==> config.mk <==
export PLATFORM = sky130hd
export DESIGN_NAME = dest_reg_scoreboard
export DESIGN_NICKNAME = d
export VERILOG_FILES = /design/src/rtl/dest_reg_scoreboard_pkg.sv /design/src/rtl/dest_reg_scoreboard_sb_stage.sv /design/src/rtl/dest_reg_scoreboard.sv
export SDC_FILE = /design/constraint.sdc
export NUM_CORES = 1
export LEC_CHECK = 0
export ABC_AREA = 1
export CAP_MARGIN = 20
export CORE_MARGIN = 2
export CORE_UTILIZATION = 56
export DETAILED_ROUTE_END_ITERATION = 12
export PLACE_DENSITY = 0.91
export SETUP_SLACK_MARGIN = 0.02
export SYNTH_ARGS = -nofsm -noshare
export SYNTH_HDL_FRONTEND = slang
export SYNTH_HIERARCHICAL = 1
export SYNTH_SLANG_ARGS = --single-unit
==> constraint.sdc <==
create_clock -name Clk -period 4.93 [get_ports Clk]
set_input_delay 0.986 -clock Clk [delete_from_list [all_inputs] [get_ports Clk]]
set_output_delay 0.986 -clock Clk [all_outputs]
set_load 0.1 [all_outputs]
==> src/rtl/dest_reg_scoreboard_pkg.sv <==
// Shared processor constants and the scoreboard stage record.
package dest_reg_scoreboard_pkg;
    localparam int SB_DEPTH = 3;
    localparam int REG_W    = 5;
    localparam int CNT_W    = 16;

    typedef struct packed {
        logic             vld;
        logic [REG_W-1:0] rd;
    } sb_entry_t;
endpackage

==> src/rtl/dest_reg_scoreboard_sb_stage.sv <==
// One in-flight write slot: {valid, reg} with async and sync clear.
module sb_stage
    import dest_reg_scoreboard_pkg::*;
(
    input  logic      clk_i,
    input  logic      rst_ni,
    input  logic      clr_i,
    input  sb_entry_t d_i,
    output sb_entry_t q_o
);
    sb_entry_t ent_q;

    always_ff @(posedge clk_i or negedge rst_ni) begin
        if (!rst_ni)    ent_q <= '0;
        else if (clr_i) ent_q <= '0;
        else            ent_q <= d_i;
    end

    assign q_o = ent_q;
endmodule

==> src/rtl/dest_reg_scoreboard.sv <==
// Destination-register scoreboard: tracks in-flight writes and stalls
// issue of any instruction that reads a still-pending register.
module dest_reg_scoreboard
    import dest_reg_scoreboard_pkg::*;
#(
    parameter int DEPTH = SB_DEPTH
) (
    input  logic             Clk,
    input  logic             Rst,
    input  logic             IssueValid,
    input  logic             RegWrite,
    input  logic [REG_W-1:0] DestReg,
    input  logic [REG_W-1:0] RsAddr,
    input  logic [REG_W-1:0] RtAddr,
    input  logic             UseRs,
    input  logic             UseRt,
    input  logic             Flush,
    output logic             Stall,
    output logic [31:0]      PendingMask,
    output logic [CNT_W-1:0] StallCount
);
    sb_entry_t        stage_q [DEPTH];
    sb_entry_t        stage_d [DEPTH];
    logic [31:0]      mask_q, mask_d;
    logic [CNT_W-1:0] cnt_q, cnt_d;
    logic             hazard, wr_accept;

    always_comb begin
        hazard = 1'b0;
        for (int i = 0; i < DEPTH; i++) begin
            if (stage_q[i].vld) begin
                if (UseRs && RsAddr != '0 && stage_q[i].rd == RsAddr) hazard = 1'b1;
                if (UseRt && RtAddr != '0 && stage_q[i].rd == RtAddr) hazard = 1'b1;
            end
        end
    end

    assign Stall     = IssueValid && hazard;
    assign wr_accept = IssueValid && !Stall && RegWrite && DestReg != '0;

    always_comb begin
        stage_d[0].vld = wr_accept;
        stage_d[0].rd  = wr_accept ? DestReg : '0;
        for (int i = 1; i < DEPTH; i++) stage_d[i] = stage_q[i-1];
    end

    // Mask is built from next-state contents so it lines up with the stages.
    always_comb begin
        mask_d = '0;
        if (!Flush) begin
            for (int i = 0; i < DEPTH; i++)
                if (stage_d[i].vld) mask_d[stage_d[i].rd] = 1'b1;
        end
        mask_d[0] = 1'b0;
    end

    assign cnt_d = (Stall && cnt_q != '1) ? cnt_q + CNT_W'(1) : cnt_q;

    for (genvar g = 0; g < DEPTH; g++) begin : g_stage
        sb_stage u_stage (
            .clk_i  (Clk),
            .rst_ni (Rst),
            .clr_i  (Flush),
            .d_i    (stage_d[g]),
            .q_o    (stage_q[g])
        );
    end

    always_ff @(posedge Clk or negedge Rst) begin
        if (!Rst) begin
            mask_q <= '0;
            cnt_q  <= '0;
        end else begin
            mask_q <= mask_d;
            cnt_q  <= cnt_d;
        end
    end

    assign PendingMask = mask_q;
    assign StallCount  = cnt_q;
endmodule

======== After elaboration in Yosys (flattened, before gate mapping) ========
Index checks and enable logic that the tools add are counted.
storage, ports and cells
  input port bits ......................... 22
  logic and storage cells ................. 69
  output and inout bits ................... 49
  flip-flop bits (word level) ............. 65
cells by class
  multiplexer cells ....................... 25
  add/subtract/negate cells ............... 1
  magnitude comparators ................... 6
  reduce and logical (&&, ||, !) cells .... 20
  bitwise logic cells ..................... 2
  equality and inequality tests ........... 7
operator list
  operator               number
  $mux 32                6
  $or 32x32->32          2
  $eq 5x5->1             6
  $lt 5x6->1 const B     3
  $mux 6                 3
  $add 16x1->16 const B  1
  $logic_and 1x1->1      16
  $ne 16x16->1 const B   1
  $demux 1 s5            3
  $ge 5x1->1 const B     3
  $reduce_bool 5->1      3
  $mux 1                 12
  $mux 5                 1
  $logic_not 1->1        1

======== Depth between registers and ports, before layout ========
Gate-level depths: netlist (run 1).
  depth after elaboration ................. 30
  mapped depth ............................ 15

======== Modules after synthesis ========
Netlist (run 1), hierarchy kept.
modules (own cells, without submodules)
  module               instances  cells each  seq. area each (µm²)  area an instance (µm²)
  dest_reg_scoreboard  1          393         1176.1                3144.3
  sb_stage             3          18          150.1                 195.2

======== Worst setup path after synthesis (run 1) ========
No wires, ideal clock.
  path type ............................... input port to output port
  from .................................... in RsAddr[0]
  to ...................................... out Stall
  required time ........................... 3.944 ns
  setup slack ............................. 1.938 ns
  cell stages on the path ................. 9
  arrival time ............................ 2.006 ns
  cell sequence ........................... xnor2_1 nand2_1 nor2_1 nand3_2 nand2_2 nand2_4 nand3_2 nand2_1 inv_2
between the ends
  word-level cells in the longest chain between the ends .. 13
  elaborated cells on any way between the ends .. 18
  classes of those cells .................. 3 x eq/ne; 9 x mux; 6 x reduce/logical
RTL lines
  what                             line                       text
  start, declared                  dest_reg_scoreboard.sv:13  input logic [REG_W-1:0] RsAddr,
  $reduce_bool 5->1                dest_reg_scoreboard.sv:32  if (UseRs && RsAddr != '0 && stage_q[i].rd == RsAddr) hazard = 1'b1;
  $logic_and 1x1->1 (2 in series)  dest_reg_scoreboard.sv:32
  $mux 1                           dest_reg_scoreboard.sv:32
  $mux 1                           dest_reg_scoreboard.sv:33  if (UseRt && RtAddr != '0 && stage_q[i].rd == RtAddr) hazard = 1'b1;
  $mux 1                           dest_reg_scoreboard.sv:31  if (stage_q[i].vld) begin
  $mux 1                           dest_reg_scoreboard.sv:32
  $mux 1                           dest_reg_scoreboard.sv:33
  $mux 1                           dest_reg_scoreboard.sv:31
  $mux 1                           dest_reg_scoreboard.sv:32
  $mux 1                           dest_reg_scoreboard.sv:33
  $mux 1 (*)                       dest_reg_scoreboard.sv:31
  $logic_and 1x1->1 (*)            dest_reg_scoreboard.sv:38  assign Stall = IssueValid && hazard;
  end, declared                    dest_reg_scoreboard.sv:18  output logic Stall,
Mark *: on every way between the ends. The rest lies on a longest branch, timed or not.

======== Worst setup path after layout (run 1) ========
Ends and elaborated chain as after synthesis.

==> results.md, run 1 <==
- Pint: 864 uW
- Worst-Skew Late Latency: 0.35 ns
- Critical path capture point type: primary output
- Fillers: 455
- Worst-path cell chain: clkdlybuf4s50_1, nand2_1, nand2_1, nand2_1, nor2_1, nand3_2, nand2_2, nand2_4, nand3_2, nand2_1, inv_2, buf_4
- Min-Delay Path Class: input pin to asynchronous set/reset pin
- TritonCTS clock tree: done
- Max Cap Viol: 0
- Post-synthesis average cell area: 8.34 um^2
- Gate power share: 18.3%
- IO buf count: 69
- Seq pwr share: 45.2%
- Dpl hpwl: 6910 um
- Largest area contributor in the netlist: dfrtp_1
- Iteration-0 DRC count of the detailed router: 402
- Post-Syn Nets: 470
- CP Class: input pin to primary output
- CTS H-tree depth: 3
- Psw: 379 uW
- Die X: 85.6 um
- Inserted Clock Buffers: 9
- Fmax: 0.269 GHz
- Placer Congestion: 0.894
- Final period utilization: 75.4%
- DRC viols: 0
- Clock-pin slew on the worst setup and hold paths: 0.07 ns
- Synth Instances: 447
- TritonRoute pass-1 iters: 5
- Slew @ Worst Pin: 1.16 ns
- Post-CTS Resized: 0
- Die height: 85.6 um
- Routed via count: 3440
- Layout cells sized above 1: 11.1%
- Wire length per cell: 16.4 um
- Crit path top cell by count: nand2_1
- Clock sinks: 65
- Synth top area cells: dfrtp_1 (44%), nand2_1 (7.8%), xor2_1 (6.6%)
- Longest Clk Path Bufs: 2
- First-pass GRT wire length: 16200 um
- Seq/Total Area, Yosys: 43.6%
- Via count of the first global-routing pass: 3396
- I/O Pins: 71
- Global Route Usage Sum: 28.4%
- Max-slew violation count: 0
- Most frequent cells in the layout: nand2_1 (78), clkdlybuf4s50_1 (67), dfrtp_1 (65)
- Share of the synthesized area in the top cell type: 43.6%
- Status: finished clean
- Pin count of the biggest net entering global routing: 58
- Starting density of the core: 58.4%
- PD cells: 266 nW/um^2
- Row cnt: 29
- Total grt overflow: 0
- Crit-path leading delay family: buffers and inverters
- Slew headroom: 22.2%
- Antenna Cells: 0
- Post-route ant nets: 0
- Cts hold-fix bufs: 0
- Switching share of power: 30.5%
- Finish-stage setup viols: 0
- Post-CTS setup buffer count: 0
- Reg2Reg Setup Slack: 2.74 ns
- Sum Neg Setup Slack: 0 ns
- Most common cell after layout, fill and taps aside: nand2_1
- Area Growth Syn to Fin: 25.3%
- Crit path time final: 3.72 ns
- Distinct cells, synth: 33
- CP max stage cell: clkdlybuf4s50_1
- WP data arrival: 2.73 ns
- Critical Path Start Type: input pin
- Final hold vios: 0
- CORE AREA: 6390 um^2
- CP Max Fanout: 5
- Slowest stage delay, CP: 0.59 ns
- Mapped Area: 3730 um^2
- Drt total wl: 9890 um
- Worst path bufs/invs: 3
- Final net count: 543
- Pleak: 2.11 nW
- Flops & latches, synth: 65
- Final hold slack: 0.467 ns
- Clock network power share: 36.6%
- YS warnings: 6
- RSZ-0062 raised after global routing: no
- Clock root cell: clkbuf_8
- WP data required: 3.94 ns
- Total die area: 7330 um^2
- Max IR drop VDD: 0.000267 V
- Number of antenna violations at the first check in global routing: 0
- Worst clock skew: 0.00806 ns
- Via density: 5.72
==> stage by stage <==
stage | instance area (um^2) | std cells | setup WS, ns | util (%) | power, mW
after floorplan | 3730 | 447 | 1.94 | - | 0.718
after global placement | 4460 | 584 | 1.29 | 69.9 | 0.789
after detailed placement | 4460 | 584 | 1.23 | 69.9 | 0.796
after CTS | 4660 | 599 | 1.22 | 73.0 | 1.24
after global routing | 4670 | 601 | 1.09 | 73.2 | 1.28
final | 4670 | 601 | 1.21 | 73.2 | 1.24
==> area by class of cell <==
cell class                 instances  area [um^2]  area share, %
clock inverter                     3         40.0          0.857
multi-input combinational        311         1820           38.9
clock buffer                      12          155           3.32
inverter                          60          225           4.82
tap                               77         96.3           2.06
sequential                        65         1630           34.8
timing repair buffer              73          711           15.2
==> per-layer routing <==
| metal | global-route usage, % | share of wire, % | up-vias |
|---|---|---|---|
| li1 | - | - | 1589 |
| met1 | 34.6 | 39 | 1629 |
| met2 | 48.3 | 50 | 184 |
| met3 | 6.35 | 7.6 | 38 |
| met4 | 12.6 | 3.3 | 0 |
| met5 | 0 | 0 | - |
==> flip-flops by register name (all words and copies together), names as in the netlist <==
name                 count
g_stage.u_stage/q_o     18
PendingMask             31
StallCount              16
==> power by group through the flow <==
stage	Sequential [mW]	Combinational [mW]	Clock, mW
floorplan	0.641	0.0767	0
global route	0.562	0.243	0.478
global placement	0.570	0.219	0
CTS	0.561	0.226	0.457
detailed placement	0.571	0.225	0
finish	0.561	0.227	0.454
==> worst register-to-register path: cells and delay by family, from the launching register on <==
family	cells	cell delay [ns]
AND/OR/NAND/NOR	1	0.94
buffers and inverters	1	0.12
flip-flops	1	0.46
AO/OA/AOI/OAI	2	0.58
==> cell usage after synthesis <==
cell type	n
nand2_1	78
dfrtp_1	65
inv_1	55
nor2_1	45
a21oi_1	32
a22oi_1	30
nor3_1	30
xor2_1	28
xnor2_1	14
nand3_1	8
nor2_2	7
buf_2	6
nand3_2	6
inv_2	5
nand2_2	5
nand2_4	4
nand4_1	4
nor2_4	4
clkbuf_1	3
nand4_2	3
nand3b_1	2
o21ai_1	2
a22o_1	1
and3_4	1
buf_4	1
buf_6	1
conb_1	1
ha_1	1
nand4_4	1
nor2_8	1
nor3_2	1
o21ai_0	1
o31ai_1	1
==> worst paths after layout <==
path                                      startpoint                        end  cells after the start
setup / recovery                           RsAddr[0]                      Stall                     12
hold / removal                                   Rst             StallCount[13]                      1
setup reg to reg           g_stage[0].u_stage/q_o[0]            PendingMask[15]                      4
hold reg to reg                        StallCount[8]              StallCount[8]                      1
max in group asynchronous                        Rst  g_stage[0].u_stage/q_o[3]                      2
min in group Clk                       StallCount[8]              StallCount[8]                      1
==> cell families (layout without fill, tap and decap cells) <==
kind of cell             count (synthesis)  after routing  share of synthesized area [%]
other                                    1              1                          0.101
AO/OA/AOI/OAI                           67             67                           11.2
flip-flops                              65             65                           43.6
adder cells (fa/ha/maj)                  1              1                          0.335
AND/OR/NAND/NOR                        200            200                           27.3
buffers and inverters                   71            148                           7.65
XOR/XNOR                                42             42                           9.86
No activity file was read; power rests on OpenSTA's default activity.
==> run 2, diff against run 1 <==
- CORE_UTILIZATION: 56 -> 47
- PLACE_DENSITY: 0.91 -> 0.82
- clock period: 4.93 -> 3.2 ns (I/O delays scaled with it)
==> run 2 against run 1 <==
  * First-iteration DRC count is 32% lower
  * Setup slack worse by 0.95 ns
  * Hold slack worse by 0.16 ns
  * Register-to-register slack worse by 1.6 ns
  * Die area is 18% higher
  * Design area is 1.3% lower
  * Largest power group unchanged
  * Flip-flop and latch count stayed put
  * Clock skew is 0.0015 ns lower
  * Highest routed layer unchanged
  * Largest cell class unchanged
  * Via count is 1.8% lower
  * Cell count is 4.5% higher
  * Sequential share of layout area is 0.45 points higher
  * Wire length is 2.9% lower
==> results.md, run 2 (synthesis results as in run 1) <==
- Status: finished clean
- Area occupied by multi-input gates: 1820 um^2 (unchanged)
- Row cnt: 32 (+10%)
- Worst clock skew: 0.00655 ns (-0.00151 ns)
- Reg2reg end: PendingMask[28]
- Placed instance area: 4400 um^2 (-1.5%)
- Worst path bufs/invs: 4 (+1)
- Critical path capture point type: primary output
- Max Cap Viol: 0 (unchanged)
- Clock sinks: 65 (unchanged)
- CP Class: input pin to primary output
- Iteration-0 DRC count of the detailed router: 272 (-32%)
- DRC viols: 0 (unchanged)
- Placer Congestion: 0.936 (+4.7%)
- Critical Path Start Type: input pin
- Inserted Clock Buffers: 9 (unchanged)
- Wire length per cell: 15.3 um (-7.0%)
- Fillers: 649 (+43%)
- CP max stage cell: clkdlybuf4s50_1
- CP Max Fanout: 5 (unchanged)
- Slew @ Worst Pin: 1.15 ns (-0.0129 ns)
- Worst-Skew Late Latency: 0.35 ns (about the same)
- Most frequent cells in the layout: nand2_1 (78), dfrtp_1 (65), inv_1 (55)
- PD cells: 411 nW/um^2 (+55%)
- Slowest stage delay, CP: 0.51 ns (-0.08 ns)
- Cell area after layout: 4610 um^2 (-1.3%)
- Most common cell after layout, fill and taps aside: nand2_1
- Clock-pin slew on the worst setup and hold paths: 0.07 ns (about the same)
- Crit path top cell by count: nand2_1
- Total die area: 8660 um^2 (+18%)
- First-pass GRT wire length: 14900 um (-8.1%)
- Post-CTS setup buffer count: 0 (unchanged)
- Clock root cell: clkbuf_8
- Longest Clk Path Bufs: 2 (unchanged)
- Total grt overflow: 0 (unchanged)
- TritonCTS clock tree: done
- Sum Neg Setup Slack: 0 ns (unchanged)
- Final period utilization: 91.8%
- FF/Latch Area: 1630 um^2 (unchanged)
- Max IR drop VDD: 0.000214 V (-20%)
- Min-Delay Path Class: input pin to asynchronous set/reset pin
- CORE AREA: 7730 um^2 (+21%)
- Post-route ant nets: 0 (unchanged)
- RSZ-0062 raised after global routing: no
- Pin count of the biggest net entering global routing: 50 (-14%)
- Pleak: 2.20 nW (+4.2%)
- Routed via count: 3379 (-1.8%)
- Cts hold-fix bufs: 0 (unchanged)
- Dpl hpwl: 7010 um (+1.4%)
- Layout cells sized above 1: 20.5% (+9.5 points)
- Global Route Usage Sum: 22.3% (-6.1 points)
- WP data arrival: 2.30 ns (-0.43 ns)
- Worst-path cell chain: clkdlybuf4s50_1, inv_1, nand2_1, nand2_1, nand2_1, nor2_1, nand3_2, nand2_2, nand2_4, nand3_2, nand2_1, inv_2, buf_12
- IO buf count: 69 (unchanged)
- CTS H-tree depth: 3 (unchanged)
- Largest register FFs: 31 (unchanged)
- Drt total wl: 9600 um (-2.9%)
- Max-slew violation count: 0 (unchanged)
- Via count of the first global-routing pass: 3133 (-7.7%)
- Total power: 1.90 mW (+53%)
- I/O Pins: 71 (unchanged)
- Post-CTS Resized: 0 (unchanged)
- WP data required: 2.56 ns (-1.38 ns)
- Finish-stage setup viols: 0 (unchanged)
- Critical Path Start: RsAddr[1]
- Reg2reg start: g_stage[0].u_stage/q_o[1]
- Final hold vios: 0 (unchanged)
- Crit-path leading delay family: buffers and inverters
- Reg2Reg Setup Slack: 1.14 ns (-1.60 ns)
- Final net count: 545 (+0.37%)
- Worst r2r path cells: 15 (+11)
- Area Growth Syn to Fin: 23.6%
- Crit path time final: 2.94 ns
- Starting density of the core: 48.3% (-10 points)
- Number of antenna violations at the first check in global routing: 0 (unchanged)
- TritonRoute pass-1 iters: 5 (unchanged)
- Slew headroom: 23.1% (+0.86 points)
- Die X: 93.1 um (+8.7%)
- Antenna Cells: 0 (unchanged)
- Die height: 93.1 um (+8.7%)
- Via density: 5.38 (-6.0%)
- Fmax: 0.340 GHz
## run 2: routing by layer
| metal | vias to the layer above | GRT usage, % | part of all wire [%] |
|---|---|---|---|
| li1 | 1593 | - | - |
| met1 | 1577 | 29.1 | 42 |
| met2 | 189 | 35.9 | 47 |
| met3 | 20 | 5.64 | 9.3 |
| met4 | 0 | 8.46 | 1.7 |
| met5 | - | 0 | 0 |
## run 2: worst max-delay path by stage
| stage | to | slack, ns | depth (start not counted) |
|---|---|---|---|
| 2_1_floorplan | StallCount[11] | 0.81 | 8 |
| 3_3_place_gp | Stall | 0.33 | 12 |
| 3_5_place_dp | Stall | 0.26 | 13 |
| 4_1_cts | Stall | 0.26 | 13 |
| 5_1_grt | Stall | 0.16 | 13 |
| 6_report | Stall | 0.26 | 13 |
## run 2: through the flow
stage	hold slack [ns]	setup slack, ns	util, %	std cells
after detailed placement	0.496	0.260	56.9	610
final	0.307	0.262	59.7	628
after global routing	0.346	0.163	59.7	628
after global placement	0.489	0.326	56.9	610
after CTS	0.318	0.259	59.4	625
after floorplan	0.344	0.807	-	447
## run 2: layout make-up
cell class | instances | area share (%)
Inverter | 60 | 4.88
Timing Repair Buffer | 75 | 13.5
Clock inverter | 5 | 1.22
Sequential cell | 65 | 35.3
Clock buffer | 10 | 2.98
Tap cell | 102 | 2.77
Multi-Input combinational cell | 311 | 39.4
## run 2: where the power goes
group | switching [mW] | internal, mW | total, mW
sequential | 0.0235 | 0.841 | 0.865
clock | 0.314 | 0.375 | 0.688
combinational | 0.253 | 0.0891 | 0.342
total | 0.590 | 1.31 | 1.90
## run 2: worst register-to-register path: stages (launching register included)
cell and delay, ns:
dfrtp_1 0.47, inv_1 0.11, nand2_1 0.09, nand2_1 0.06, nand2_1 0.06, nor2_1 0.05, nand3_2 0.07, nand2_2 0.06
nand2_4 0.08, nand3_2 0.15, nor2_4 0.18, nand2_1 0.09, inv_2 0.06, nand2_1 0.19, nand2_1 0.14, a21oi_1 0.07
